--- src/rtl/fifo_pkg.sv ---
// Shared async-FIFO helpers: default pointer width and gray/binary conversion.
// Both pointer handlers use these, so the two clock domains agree on the encoding.
package fifo_pkg;
    localparam int DEF_PTR_WIDTH = 4;
    localparam int MAX_PTR_W     = 16;

    typedef logic [MAX_PTR_W-1:0] ptr_t;

    function automatic ptr_t bin2gray(input ptr_t b);
        return b ^ (b >> 1);
    endfunction

    // Narrower pointers are zero-extended by the caller; leading zeros convert to zeros.
    function automatic ptr_t gray2bin(input ptr_t g);
        ptr_t b;
        b[MAX_PTR_W-1] = g[MAX_PTR_W-1];
        for (int i = MAX_PTR_W - 2; i >= 0; i--) begin
            b[i] = b[i+1] ^ g[i];
        end
        return b;
    endfunction
endpackage

--- src/rtl/rd_ptr_handler_if.sv ---
// Read-side FIFO pointer bus: read requests and wptr in, pointers and status flags out.
interface rd_ptr_handler_if #(parameter int PTR_WIDTH = 4);
    logic                 r_en;
    logic                 clr_underflow;
    logic [PTR_WIDTH-1:0] gray_wptr;
    logic [PTR_WIDTH-1:0] binary_rptr;
    logic [PTR_WIDTH-1:0] gray_rptr;
    logic                 empty;
    logic                 almost_empty;
    logic [PTR_WIDTH-1:0] rd_count;
    logic                 underflow;

    modport master (
        output r_en, clr_underflow, gray_wptr,
        input  binary_rptr, gray_rptr, empty, almost_empty, rd_count, underflow
    );

    modport slave (
        input  r_en, clr_underflow, gray_wptr,
        output binary_rptr, gray_rptr, empty, almost_empty, rd_count, underflow
    );
endinterface

--- src/rtl/ptr_sync.sv ---
// Multi-flop synchroniser for a gray-coded pointer crossing clock domains.
// Async active-low reset clears every stage so no stale pointer survives reset.
module ptr_sync #(
    parameter int WIDTH  = 4,
    parameter int STAGES = 2
) (
    input  logic             clk_i,
    input  logic             rst_ni,
    input  logic [WIDTH-1:0] d_i,
    output logic [WIDTH-1:0] q_o
);
    logic [STAGES-1:0][WIDTH-1:0] sync_q;

    always_ff @(posedge clk_i or negedge rst_ni) begin
        if (!rst_ni) begin
            sync_q <= '0;
        end else begin
            sync_q[0] <= d_i;
            for (int i = 1; i < STAGES; i++) begin
                sync_q[i] <= sync_q[i-1];
            end
        end
    end

    assign q_o = sync_q[STAGES-1];
endmodule

--- src/rtl/rd_ptr_handler.sv ---
// Read-domain pointer logic of the async FIFO: synchronises the write pointer,
// advances the read pointer and produces empty / almost_empty / count / underflow.
module rd_ptr_handler
    import fifo_pkg::*;
#(
    parameter int PTR_WIDTH   = fifo_pkg::DEF_PTR_WIDTH,
    parameter int SYNC_STAGES = 2,
    parameter int AE_THRESH   = 1
) (
    input  logic             rclk,
    input  logic             rrst_n,
    rd_ptr_handler_if.slave  bus
);
    logic [PTR_WIDTH-1:0] wptr_s, wptr_bin;
    logic [PTR_WIDTH-1:0] rptr_next, gray_d, count_d;
    logic                 rd_ok, empty_d, ae_d, underflow_d;

    logic [PTR_WIDTH-1:0] bin_q, gray_q, count_q;
    logic                 empty_q, ae_q, underflow_q;

    ptr_sync #(
        .WIDTH  (PTR_WIDTH),
        .STAGES (SYNC_STAGES)
    ) u_wptr_sync (
        .clk_i  (rclk),
        .rst_ni (rrst_n),
        .d_i    (bus.gray_wptr),
        .q_o    (wptr_s)
    );

    assign wptr_bin  = PTR_WIDTH'(gray2bin(MAX_PTR_W'(wptr_s)));
    assign rd_ok     = bus.r_en & ~empty_q;
    assign rptr_next = bin_q + PTR_WIDTH'(rd_ok);
    assign gray_d    = PTR_WIDTH'(bin2gray(MAX_PTR_W'(rptr_next)));

    // Flags are computed from the post-read pointer so empty rises on the edge
    // that consumes the last word, and count/almost_empty never disagree.
    assign count_d     = wptr_bin - rptr_next;
    assign empty_d     = (gray_d == wptr_s);
    assign ae_d        = (count_d <= PTR_WIDTH'(AE_THRESH));
    assign underflow_d = (bus.r_en & empty_q) | (underflow_q & ~bus.clr_underflow);

    always_ff @(posedge rclk or negedge rrst_n) begin
        if (!rrst_n) begin
            bin_q       <= '0;
            gray_q      <= '0;
            count_q     <= '0;
            empty_q     <= 1'b1;
            ae_q        <= 1'b1;
            underflow_q <= 1'b0;
        end else begin
            bin_q       <= rptr_next;
            gray_q      <= gray_d;
            count_q     <= count_d;
            empty_q     <= empty_d;
            ae_q        <= ae_d;
            underflow_q <= underflow_d;
        end
    end

    assign bus.binary_rptr  = bin_q;
    assign bus.gray_rptr    = gray_q;
    assign bus.rd_count     = count_q;
    assign bus.empty        = empty_q;
    assign bus.almost_empty = ae_q;
    assign bus.underflow    = underflow_q;
endmodule

--- src/flat_wrapper.sv ---
// flat-port wrapper written by rule: the top's interface ports become plain ports
module rd_ptr_handler_flat import fifo_pkg::*;
#(
    parameter int PTR_WIDTH   = fifo_pkg::DEF_PTR_WIDTH,
    parameter int SYNC_STAGES = 2,
    parameter int AE_THRESH   = 1
)
  (rclk, rrst_n, bus_r_en, bus_clr_underflow, bus_gray_wptr, bus_binary_rptr, bus_gray_rptr, bus_empty, bus_almost_empty, bus_rd_count, bus_underflow);
  rd_ptr_handler_if #(.PTR_WIDTH(PTR_WIDTH)) bus_i ();
  input  logic rclk;
  input  logic rrst_n;
  input wire logic [$bits(bus_i.r_en)-1:0] bus_r_en;
  input wire logic [$bits(bus_i.clr_underflow)-1:0] bus_clr_underflow;
  input wire logic [$bits(bus_i.gray_wptr)-1:0] bus_gray_wptr;
  output wire logic [$bits(bus_i.binary_rptr)-1:0] bus_binary_rptr;
  output wire logic [$bits(bus_i.gray_rptr)-1:0] bus_gray_rptr;
  output wire logic [$bits(bus_i.empty)-1:0] bus_empty;
  output wire logic [$bits(bus_i.almost_empty)-1:0] bus_almost_empty;
  output wire logic [$bits(bus_i.rd_count)-1:0] bus_rd_count;
  output wire logic [$bits(bus_i.underflow)-1:0] bus_underflow;
  assign bus_i.r_en = bus_r_en;
  assign bus_i.clr_underflow = bus_clr_underflow;
  assign bus_i.gray_wptr = bus_gray_wptr;
  assign bus_binary_rptr = bus_i.binary_rptr;
  assign bus_gray_rptr = bus_i.gray_rptr;
  assign bus_empty = bus_i.empty;
  assign bus_almost_empty = bus_i.almost_empty;
  assign bus_rd_count = bus_i.rd_count;
  assign bus_underflow = bus_i.underflow;
  rd_ptr_handler #(.PTR_WIDTH(PTR_WIDTH), .SYNC_STAGES(SYNC_STAGES), .AE_THRESH(AE_THRESH)) u_core (.rclk(rclk), .rrst_n(rrst_n), .bus(bus_i));
endmodule
--- config.mk ---
export PLATFORM = sky130hd
export DESIGN_NAME = rd_ptr_handler_flat
export DESIGN_NICKNAME = d
export VERILOG_FILES = /design/src/rtl/fifo_pkg.sv /design/src/rtl/rd_ptr_handler_if.sv /design/src/rtl/ptr_sync.sv /design/src/rtl/rd_ptr_handler.sv /design/src/flat_wrapper.sv
export SDC_FILE = /design/constraint.sdc
export NUM_CORES = 1
export LEC_CHECK = 0
export BUFFER_PORTS_ARGS = -buffer_cell sky130_fd_sc_hd__buf_2
export CAP_MARGIN = 20
export CELL_PAD_IN_SITES_DETAIL_PLACEMENT = 0
export CELL_PAD_IN_SITES_GLOBAL_PLACEMENT = 1
export CORE_MARGIN = 2
export CORE_UTILIZATION = 44
export CTS_CLUSTER_DIAMETER = 120
export DETAILED_ROUTE_END_ITERATION = 10
export PLACE_DENSITY_LB_ADDON = 0.25
export SYNTH_ARGS = -nofsm -noshare
export SYNTH_HDL_FRONTEND = slang
export SYNTH_SLANG_ARGS = --single-unit
--- constraint.sdc ---
create_clock -name rclk -period 5.9 [get_ports rclk]
set_input_delay 0.295 -clock rclk [delete_from_list [all_inputs] [get_ports rclk]]
set_output_delay 0.295 -clock rclk [all_outputs]
set_load 0.05 [all_outputs]
==> key figures <==
Floorplan
  • Num rows: 16
  • Die Y: between 40 and 50 um
  • Die X: 49.8 um
  • Die ar.: between 2000 and 2500 sq um
  • Core Box Area: just under 2000 sq um
  • I/O pin cnt: 23
  • Starting Density: 47.1%

Synth
  • Share of the yosys chip area belonging to registers: about 60%
  • Post-synthesis net count: 77
  • Syn. warnings: 0
  • Synth unique cells: 22
  • Synth area leaders: dfrtp_1, xor2_1, ha_1
  • Gate count of the mapped netlist: 64
  • Mean Syn Cell Area: ~14 sq um
  • Post-synth top area cell: dfrtp_1
  • Post-synth top area share: 54.2%
  • Synthesized cell area: ~920 sq um
  • Seq cells post-synth: 22

Hold path
  • Worst min-delay path category: in -> reg
  • Hold Path Stages: 1

Placed design
  • Placed Area: roughly 1100 sq um
  • Detail Placement HPWL: slightly above 900 um
  • Port-buffer cells: 22
  • Global placer's final weighted congestion: between 0.7 and 0.8

Critical path
  • Setup crit start kind: flip-flop
  • Data arrival, critical path: 2880 ps
  • Reg2Reg Depth: 10
  • CP Capture Type: flip-flop
  • Critical path class: reg -> reg
  • CP required: 6130 ps
  • CP Max Fanout: 4

Layout
  • N_diodes: 0
  • Commonest non-fill, non-tap cells in the layout: buf_2, dfrtp_1, xor2_1
  • Commonest non-fill, non-tap cell in the layout: buf_2
  • Fill count: ~190
  • Nets: 103
  • Final core occ: 55.5%
  • Final Cell Area: around 1100 sq um
  • Share of layout cells above drive strength 1: between 30% and 40%
  • Area grow syn2layout: 17.9%

CTS
  • Clock sinks: 22
  • CTS max path bufs: 2
  • CTS tree: built
  • TritonCTS Buffers: 3
  • CTS H-Tree Depth: 1
  • Clock root buffer: clkbuf_4
  • Clk Latency, worst-skew pair: 290 ps
  • Clock Pin Slew Worst Setup and Hold Paths: about 110 ps

Drt
  • Drt drc: 0
  • WL final: around 1.2 mm
  • DR WL/cell: between 10 and 15 um
  • Antenna-violating nets left: 0
  • Vias per cell: between 4 and 5
  • First-pass DRT Iterations: 3
  • Detailed Route Iter0 Violations: 7
  • Routed vias: approximately 520

Job
  • Max Cap Viol: 0

STA
  • Slew HR: between 60 and 70%
  • Final slew viol count: 0
  • Final hold viol count: 0
  • Final setup fails: 0
  • Fin Hold WS: approximately 99 ps
  • Tmin final: 2650 ps
  • Skew final: approximately 1.0 ps
  • Fmax achieved: roughly 380 MHz
  • RSZ-0062 raised after global routing: no
  • Setup TNS: 0 ps
  • Tcrit/Tclk final: 44.9%
  • Actual slew at the worst max-slew pin: approximately 470 ps

Global route
  • Global Route Usage Sum: 11.8%
  • Vias in the first global route: 508
  • Total gr overflow: 0
  • Initial antenna violation count: 0
  • Pin count of the biggest net entering global routing: 23
  • First-pass GRT wire length: between 2 and 2.5 mm

Status
  • Status: finished clean
[flip-flops by register name, summed over array words and instances, names as in the netlist]
name and count:
u_core.bus.rd_count 4, u_core.bus.gray_rptr 3, u_core.u_wptr_sync.q_o 4, u_core.bus.underflow 1, u_core.bus.empty 1, u_core.bus.almost_empty 1
u_core.bus.binary_rptr 4, u_core.u_wptr_sync.sync_q 4
[layout make-up]
class	instances	area (sq um)	area share, %
clock buffers	3	22.5	2.07
inverters	6	22.5	2.07
multi-input cells	34	337	30.9
flip-flops and latches	22	553	50.8
well taps	27	33.8	3.10
repair buffers	23	120	11.0
[timing repair]
item / in CTS / in global routing
hold endpoints to repair: 20 / 0
gates resized for setup: 0 / 0
hold buffers: 1 / 0
setup buffers: 0 / 0
[cell families after synthesis]
kind of cell	after synthesis	share of synthesized area, %
flops	22	59.9
fa+ha+maj	5	6.78
buf+inv	8	3.66
compound gates	5	5.83
xor+xnor	16	18.3
simple gates	8	5.56
[through the flow]
stage / cells / setup WS, ps
6_report: 115 / 3250
5_1_grt: 115 / 3080
4_1_cts: 115 / 3210
3_5_place_dp: 111 / 3240
3_3_place_gp: 111 / 3270
2_1_floorplan: 64 / 3200
[per-layer routing]
layer | track usage, % | vias to the layer above | wire [um]
met5 | 0 | - | 0
met4 | 6.94 | 0 | 14
met3 | 3.03 | 2 | 77
met2 | 18.4 | 17 | 556
met1 | 14.7 | 243 | 577
li1 | - | 254 | -
[final timing paths]
| path | end | slack [ps] | start |
|---|---|---|---|
| worst max-delay path | u_core.bus.almost_empty | 3250 | u_core.bus.empty |
| worst min-delay path | u_core.u_wptr_sync.sync_q[1] | 100 | bus_gray_wptr[1] |
| worst max register to register | u_core.bus.almost_empty | 3250 | u_core.bus.empty |
| worst min register to register | u_core.u_wptr_sync.q_o[3] | 360 | u_core.u_wptr_sync.sync_q[3] |
| max in group asynchronous | u_core.bus.almost_empty | 5090 | rrst_n |
| min in group asynchronous | u_core.bus.binary_rptr[3] | 470 | rrst_n |
[critical path, cell delays in order, from the launching register on]
cell and delay, ps:
dfstp_2 550, nor2b_1 50, ha_1 210, ha_1 220, xor2_1 370, inv_1 80
ha_1 300, or3b_2 470, o311ai_4 100, xnor2_1 180, nor3_2 60
[cell usage after synthesis]
| library cell | n |
|---|---|
| xnor3_2 | 1 |
| clkbuf_1 | 1 |
| dfrtp_1 | 20 |
| nor3_2 | 1 |
| o21bai_1 | 1 |
| or3b_2 | 1 |
| ha_1 | 5 |
| o311ai_4 | 1 |
| and2_1 | 1 |
| xnor3_1 | 1 |
| nand3_1 | 2 |
| dfstp_2 | 2 |
| buf_4 | 1 |
| inv_1 | 6 |
| a21boi_0 | 1 |
| o21ai_0 | 1 |
| xor2_1 | 9 |
| a211oi_1 | 1 |
| xnor2_1 | 5 |
| nor2b_1 | 1 |
| or3_1 | 1 |
| nand2_1 | 1 |
Power is left out: the tool's default activity adds up to more than one toggle a clock period on the data nets, which glitch-free logic cannot reach.
